[src/rtl/mult_div_32.sv]
// rtl/mult_div_32.sv - iterative 32-bit multiply/divide unit with HI/LO result registers
//
// Sequential MULTU/MULT/DIVU/DIV unit. A started operation always takes
// 33 clock edges: capture (E0), 32 iteration edges (E1..E32) and a fix-up
// edge (E33) that writes hi/lo and pulses done.
//
// Ports:
//   clk          - clock, all state changes on its rising edge
//   reset        - asynchronous active-high reset
//   start        - request a new operation, sampled only while busy=0
//   op           - 00 MULTU, 01 MULT, 10 DIVU, 11 DIV
//   input1       - multiplicand / dividend
//   input2       - multiplier / divisor
//   busy         - operation in progress
//   done         - one-cycle pulse, hi/lo hold the new result
//   hi, lo       - product[63:32]/[31:0] or remainder/quotient
//   div_by_zero  - raised with done when the divisor was zero
//
// Configuration macro: MULT_DIV_32_SIGNED_EN
//   defined   - op[0] selects signed MULT/DIV, sign fix-up applied at E33
//   undefined - op[0] ignored, all operations unsigned, same latency

`timescale 1ns/1ps

module mult_div_32 #(
    parameter int WIDTH = 32
) (
    input  logic             clk,
    input  logic             reset,
    input  logic             start,
    input  logic [1:0]       op,
    input  logic [WIDTH-1:0] input1,
    input  logic [WIDTH-1:0] input2,
    output logic             busy,
    output logic             done,
    output logic [WIDTH-1:0] hi,
    output logic [WIDTH-1:0] lo,
    output logic             div_by_zero
);

    typedef enum logic [1:0] {
        S_IDLE = 2'd0,
        S_RUN  = 2'd1,
        S_FIX  = 2'd2
    } state_t;

    state_t             state_q;
    state_t             state_d;
    logic [4:0]         cnt;
    logic               is_div;
    logic               dbz_q;
    logic [WIDTH-1:0]   opnd;       // multiplicand or divisor magnitude
    logic [WIDTH-1:0]   acc_hi;     // partial product high / partial remainder
    logic [WIDTH-1:0]   acc_lo;     // multiplier bits / dividend-then-quotient bits

    logic [WIDTH-1:0]   mag1;
    logic [WIDTH-1:0]   mag2;
    logic [WIDTH:0]     mul_sum;
    logic [WIDTH:0]     div_sh;
    logic               div_fits;
    logic [WIDTH-1:0]   div_diff;
    logic [WIDTH-1:0]   res_hi;
    logic [WIDTH-1:0]   res_lo;

`ifdef MULT_DIV_32_SIGNED_EN
    logic               neg_res;    // product / quotient must be negated
    logic               neg_rem;    // remainder takes the dividend's sign
    logic [2*WIDTH-1:0] prod_neg;

    always_comb begin
        mag1 = (op[0] && input1[WIDTH-1]) ? (~input1 + 1'b1) : input1;
        mag2 = (op[0] && input2[WIDTH-1]) ? (~input2 + 1'b1) : input2;
    end
`else
    logic               unused_sign_sel;

    assign unused_sign_sel = op[0];

    always_comb begin
        mag1 = input1;
        mag2 = input2;
    end
`endif

    // One shift-add step: add the multiplicand when the multiplier LSB is
    // set, then shift the 65-bit {carry, acc_hi, acc_lo} right by one.
    assign mul_sum  = {1'b0, acc_hi} + (acc_lo[0] ? {1'b0, opnd} : '0);

    // One restoring step: shift the next dividend bit into the remainder
    // and subtract the divisor only if it fits. The remainder is always
    // below the divisor, so the W-bit modular difference is exact.
    assign div_sh   = {acc_hi, acc_lo[WIDTH-1]};
    assign div_fits = (div_sh >= {1'b0, opnd});
    assign div_diff = div_sh[WIDTH-1:0] - opnd;

    always_comb begin
        res_hi = acc_hi;
        res_lo = acc_lo;
`ifdef MULT_DIV_32_SIGNED_EN
        prod_neg = ~{acc_hi, acc_lo} + 1'b1;
        if (is_div) begin
            if (neg_res) res_lo = ~acc_lo + 1'b1;
            if (neg_rem) res_hi = ~acc_hi + 1'b1;
        end else if (neg_res) begin
            {res_hi, res_lo} = prod_neg;
        end
`endif
        // Divide by zero: quotient all ones; the remainder path already
        // reproduces the dividend since every trial subtraction "fits".
        if (is_div && dbz_q) res_lo = '1;
    end

    always_ff @(posedge clk or posedge reset) begin
        if (reset) state_q <= S_IDLE;
        else       state_q <= state_d;
    end

    always_comb begin
        state_d = state_q;
        case (state_q)
            S_IDLE:  if (start) state_d = S_RUN;
            S_RUN:   if (cnt == 5'd31) state_d = S_FIX;
            S_FIX:   state_d = S_IDLE;
            default: state_d = S_IDLE;
        endcase
    end

    assign busy = (state_q != S_IDLE);

    always_ff @(posedge clk or posedge reset) begin
        if (reset) begin
            cnt         <= '0;
            is_div      <= 1'b0;
            dbz_q       <= 1'b0;
            opnd        <= '0;
            acc_hi      <= '0;
            acc_lo      <= '0;
            hi          <= '0;
            lo          <= '0;
            done        <= 1'b0;
            div_by_zero <= 1'b0;
`ifdef MULT_DIV_32_SIGNED_EN
            neg_res     <= 1'b0;
            neg_rem     <= 1'b0;
`endif
        end else begin
            done        <= 1'b0;
            div_by_zero <= 1'b0;
            case (state_q)
                S_IDLE: begin
                    if (start) begin
                        is_div <= op[1];
                        dbz_q  <= op[1] && (input2 == '0);
                        opnd   <= mag2;
                        acc_hi <= '0;
                        acc_lo <= mag1;
                        cnt    <= '0;
`ifdef MULT_DIV_32_SIGNED_EN
                        neg_res <= op[0] && (input1[WIDTH-1] ^ input2[WIDTH-1]);
                        neg_rem <= op[0] && input1[WIDTH-1];
`endif
                    end
                end
                S_RUN: begin
                    cnt <= cnt + 5'd1;
                    if (is_div) begin
                        acc_hi <= div_fits ? div_diff : div_sh[WIDTH-1:0];
                        acc_lo <= {acc_lo[WIDTH-2:0], div_fits};
                    end else begin
                        acc_hi <= mul_sum[WIDTH:1];
                        acc_lo <= {mul_sum[0], acc_lo[WIDTH-1:1]};
                    end
                end
                S_FIX: begin
                    hi          <= res_hi;
                    lo          <= res_lo;
                    done        <= 1'b1;
                    div_by_zero <= is_div && dbz_q;
                end
                default: ;
            endcase
        end
    end

endmodule

[config.mk]
export PLATFORM = sky130hd
export DESIGN_NAME = mult_div_32
export DESIGN_NICKNAME = d
export VERILOG_FILES = /design/src/rtl/mult_div_32.sv
export SDC_FILE = /design/constraint.sdc
export NUM_CORES = 1
export LEC_CHECK = 0
export ABC_AREA = 1
export CAP_MARGIN = 20
export CORE_ASPECT_RATIO = 1.2
export CORE_UTILIZATION = 30
export CTS_CLUSTER_SIZE = 24
export DETAILED_ROUTE_END_ITERATION = 8
export DONT_BUFFER_PORTS = 1
export PLACE_DENSITY = 0.54
export SLEW_MARGIN = 15
export SYNTH_ARGS = -nofsm -noshare
export SYNTH_HDL_FRONTEND = slang
export SYNTH_SLANG_ARGS = --single-unit
[constraint.sdc]
create_clock -name clk -period 7.52 [get_ports clk]
set_input_delay 1.128 -clock clk [delete_from_list [all_inputs] [get_ports clk]]
set_output_delay 1.128 -clock clk [all_outputs]
set_load 0.01 [all_outputs]
After elaboration in Yosys (flattened, before gate mapping) --
Index checks and enable logic that the tools add are counted.
Storage, ports and cells: register bits after elaboration 171, output and inout port bits 67, word-level logic and storage cells 45, input port bits 69
Cells by class: muxes and demuxes 16, $lt $le $gt $ge 1, reductions and logical operators 9, $add $sub $neg 3, equal/unequal tests 5
Operators by type and width (number):
- 2-to-1 mux 32 bit | 7
- case mux 32 bit (2 select lines) | 2
- adder 32 x 32 -> 33 bit | 1
- >= comparator 33 x 32 -> 1 bit | 1
- zero test 32 bit | 1
- subtractor 32 bit | 1
- case mux 5 bit (2 select lines) | 1
- AND reduction 2 bit | 3
- adder 5 x 1 -> 5 bit, second input constant | 1
- == test 5 bit, second input constant | 1
- 2-to-1 mux 5 bit | 1
- 2-to-1 mux 2 bit | 2
- inequality test 2 bit, second input constant | 2
- case mux 2 bit (2 select lines) | 1
- nonzero test 2 bit | 2
- == test 2 x 1 -> 1 bit, second input constant | 1
- == test 2 bit, second input constant | 1
- logical AND 1 bit | 2
- zero test 2 bit | 1
- 2-to-1 mux 1 bit | 2

Longest topological paths before layout --
depth in word-level cells 4, depth in mapped cells 21, gate-level depth less buffers 19

Worst setup path before layout --
No wires, ideal clock.
path type reg2reg, start point register acc_lo[0], end point register acc_hi[30], path buffers 2, period minus slack after synthesis 2.285 ns, setup slack 5.235 ns, setup time 0.117 ns, stages on the path, launching flop included 19, required time 7.403 ns, arrival time 2.169 ns, cells stage by stage dfrtp_1 clkbuf_1 clkbuf_1 nand2_1 inv_1 ha_1 or2_2 nand3_1 nand2_1 nand2_1 nand2_1 nand3_1 nand2_1 nand2_1 nand3_1 nand2_1 inv_1 nand2_1 nand2_1
Between the ends: word-level cells in the longest chain between the ends 4
Ends and longest elaborated chain:
- start: declaration | RTL line 54 | logic [WIDTH-1:0] acc_lo;
- start signal: assignment | RTL line 156 | acc_lo <= mag1;
- start signal: assignment | RTL line 168 | acc_lo <= {acc_lo[WIDTH-2:0], div_fits};
- start signal: assignment | RTL line 171 | acc_lo <= {mul_sum[0], acc_lo[WIDTH-1:1]};
- 2-to-1 mux 32 bit | RTL line 87 | assign mul_sum = {1'b0, acc_hi} + (acc_lo[0] ? {1'b0, opnd} : '0);
- adder 32 x 32 -> 33 bit | RTL line 87
- 2-to-1 mux 32 bit | RTL line 166 | if (is_div) begin
- case mux 32 bit (2 select lines) | RTL line 149 | case (state_q)
- end signal: assignment | RTL line 167 | acc_hi <= div_fits ? div_diff : div_sh[WIDTH-1:0];
- end signal: assignment | RTL line 170 | acc_hi <= mul_sum[WIDTH:1];
- end: declaration | RTL line 53 | logic [WIDTH-1:0] acc_hi;
Every way passes these cells. A chain may end at the register's enable or synchronous reset.

Worst setup path in the final report --
start point register opnd[20], end point register acc_hi[9]
Between the ends: word-level cells in the longest chain between the ends 4
Ends and longest elaborated chain:
- start: declaration | RTL line 52 | logic [WIDTH-1:0] opnd;
- start signal: assignment | RTL line 154 | opnd <= mag2;
- >= comparator 33 x 32 -> 1 bit | RTL line 93 | assign div_fits = (div_sh >= {1'b0, opnd});
- 2-to-1 mux 32 bit | RTL line 167
- 2-to-1 mux 32 bit | RTL line 166
- case mux 32 bit (2 select lines) | RTL line 149
Every way passes these cells.

==> metrics <==
fraction of layout cells with a size suffix above 1 around 3.3%; Synth Area per Inst around 6.4 µm²; CTS buffer count 17; Synthesized Nets around 2100; Starting Density a little under a third; vias in the first global route 12100; met3 Usage GRT about 2.9%; vias per cell about 4.9; Die Area 43900 µm²; final hold vios 0; worst hold path type reg -> reg; r2r setup slk between 4 and 5 ns; worst path required time just under 8 ns; fin. max-slew vios 0; first-pass GRT wire length between 60000 and 70000 µm; post-route insts no fill between 2000 and 3000; clock skew 0.00752 ns; clk slew on worst S/H paths roughly 0.07 ns; Synth Cell Area ~13000 µm²; Post-CTS Hold Buffers 0; routed wire length between 40000 and 50000 µm; num ports approximately 140; Setup WS post-layout 4.38 ns; Clock Path Buffers 2; Die Width roughly 190 µm; cell area power density between 500 and 600 nW/µm²; Setup TNS 0 ns; Area contributors post-synth dfrtp_1, nand2_1, inv_1, o21ai_0, ha_1; final period utilization between 40% and 50%; dpl hpwl roughly 33000 µm; Ant. Diodes 0; Worst setup endpoint acc_hi[9]; dpl ws between 4 and 5 ns; # clock sinks approximately 170; crit path kind reg -> reg; Reg2Reg Depth 14; number of flops mapped to enable cells by yosys 0; Remaining Overflow, GRT 0; layer with the highest usage met2; Post-CTS Setup Repair Bufs 0; H-Tree Level Count 4; critical path peak fanout 34; Worst-Skew Late Latency approximately 0.45 ns; CTS tree built; GRT Resource Usage Total about a fifth; initial antenna violation count 0; Synth top area share 33.1%; PortBufs 0; DR pass1 iterations 5; Reg2Reg Launch Point opnd[20]; placed insts between 2000 and 2500; Synth Warn # 0; post-synth cell types 37; fillers roughly 4700; # rows 82; wire length per cell after detailed routing approximately 17 µm; Iteration-0 DRC Markers just under 800; count leader, synth nand2_1; synth cell count leaders nand2_1, inv_1, o21ai_0; DRC errors left 0; outcome complete, no violations; top_reg_cell synth dfrtp_1; Area Growth Syn to Fin 8.77%; sequential-to-total area share from yosys stat between 30% and 40%; worst slew pin tran approximately 0.98 ns; post-CTS sizing 0; GP Congestion 0.948; Chip Height between 200 and 250 µm; fin crit period 3.14 ns; post-synth top area cell dfrtp_1; Peak VDD IR 0.151 mV; clk root buf clkbuf_16; Max Clock Freq between 300 and 400 MHz; Setup crit end kind flip-flop; RSZ-0062 raised after global routing no; FF-to-FF End acc_hi[9]; Crit. Startpoint opnd[20]; # setup viols final 0; relative slew slack 34.3%; Pleak approximately 7.6 nW; # Max-Cap Violations 0; CP Data Arrival Time approximately 3.5 ns; core area 42100 µm²; met1 Usage GRT approximately 24%; Synth Register Bits roughly 170; pin count of the biggest net entering global routing 111; gate count of the mapped netlist around 2000; Detail Route Antenna Nets 0; startpoint types flip-flop; routed via count about 12000; nets@finish approximately 2100; met2 GRT Util between 30% and 40%; ys async rst share between 90% and 100%
-- per-layer routing --
| metal | up-vias | part of all wire [%] |
|---|---|---|
| met2 | 304 | 48 |
| met1 | 5709 | 44 |
| met5 | - | 0 |
| li1 | 6243 | - |
| met4 | 0 | 3.0 |
| met3 | 57 | 4.6 |
-- through the flow --
| step | utilization (%) | hold WS (ns) | power [mW] | cell area [µm²] |
|---|---|---|---|---|
| after global routing | 33.4 | 0.530 | 8.76 | 14100 |
| after floorplan | - | 0.468 | 5.48 | 12900 |
| after detailed placement | 31.8 | 0.494 | 6.93 | 13400 |
| final | 33.4 | 0.509 | 7.92 | 14100 |
| after CTS | 33.3 | 0.513 | 7.94 | 14000 |
| after global placement | 31.8 | 0.489 | 6.87 | 13400 |
-- where the power goes --
group | total (mW) | switching [mW] | leakage (nW) | internal [mW]
clock network | 0.979 | 0.414 | 0.313 | 0.565
registers | 1.73 | 0.437 | 1.89 | 1.29
logic | 5.21 | 3.46 | 5.45 | 1.75
total | 7.92 | 4.31 | 7.64 | 3.60
-- final cells by class --
type	count	area, µm²	area share (%)
timing repair buffer	11	103	0.730
clock inverter	13	210	1.50
clock buffer	17	425	3.03
multi-input combinational	1396	6960	49.5
inverter	368	1390	9.87
sequential	171	4280	30.5
tap	546	683	4.86
-- worst min path at each step --
stage | from | endpoint | slack (ns) | cells after the start
after detailed placement | cnt[4] | cnt[4] | 0.49 | 1
final | cnt[4] | cnt[4] | 0.51 | 1
after floorplan | dbz_q | dbz_q | 0.47 | 2
after global routing | reset | lo[24] | 0.53 | 1
after CTS | cnt[4] | cnt[4] | 0.51 | 1
after global placement | cnt[4] | cnt[4] | 0.49 | 1
-- cell usage in the layout (no fill, tap or decap), types with 31 or more instances in the layout --
master     n
a22oi_1   31
ha_1      66
nor2_1   111
inv_1    363
nand4_1   32
a21oi_1  114
nand3_1  114
nand2_1  641
dfrtp_1  170
o21ai_0  176
-- logic make-up (layout without fill, tap and decap cells) --
group | Yosys count | in the layout | share of synthesized area, %
buf+inv | 438 | 409 | 13.1
flops | 171 | 171 | 33.1
xor+xnor | 23 | 23 | 1.56
simple gates | 968 | 968 | 31.5
fa+ha+maj | 68 | 68 | 6.70
compound gates | 337 | 337 | 14.0
-- state kept, by name (all words and copies together) (netlist names), 2 cells and up --
| signal | count |
|---|---|
| acc_hi | 32 |
| acc_lo | 32 |
| hi | 32 |
| lo | 32 |
| opnd | 32 |
| cnt | 5 |
| state_q | 2 |
-- critical path, cell delays in order (launching register included) --
cell      delay, ns
dfrtp_1        0.41
inv_1          0.08
ha_1           0.38
nand2_1        0.15
inv_1          0.05
nand2_1        0.06
nand2_1        0.09
a21oi_1        0.18
nor2_1         0.10
nor2_4         0.41
nand2_8        0.25
nor2_4         0.53
nand2_1        0.13
nand3b_1       0.11
nand2_1        0.05
Note: power is estimated with default switching activity, not from simulation.
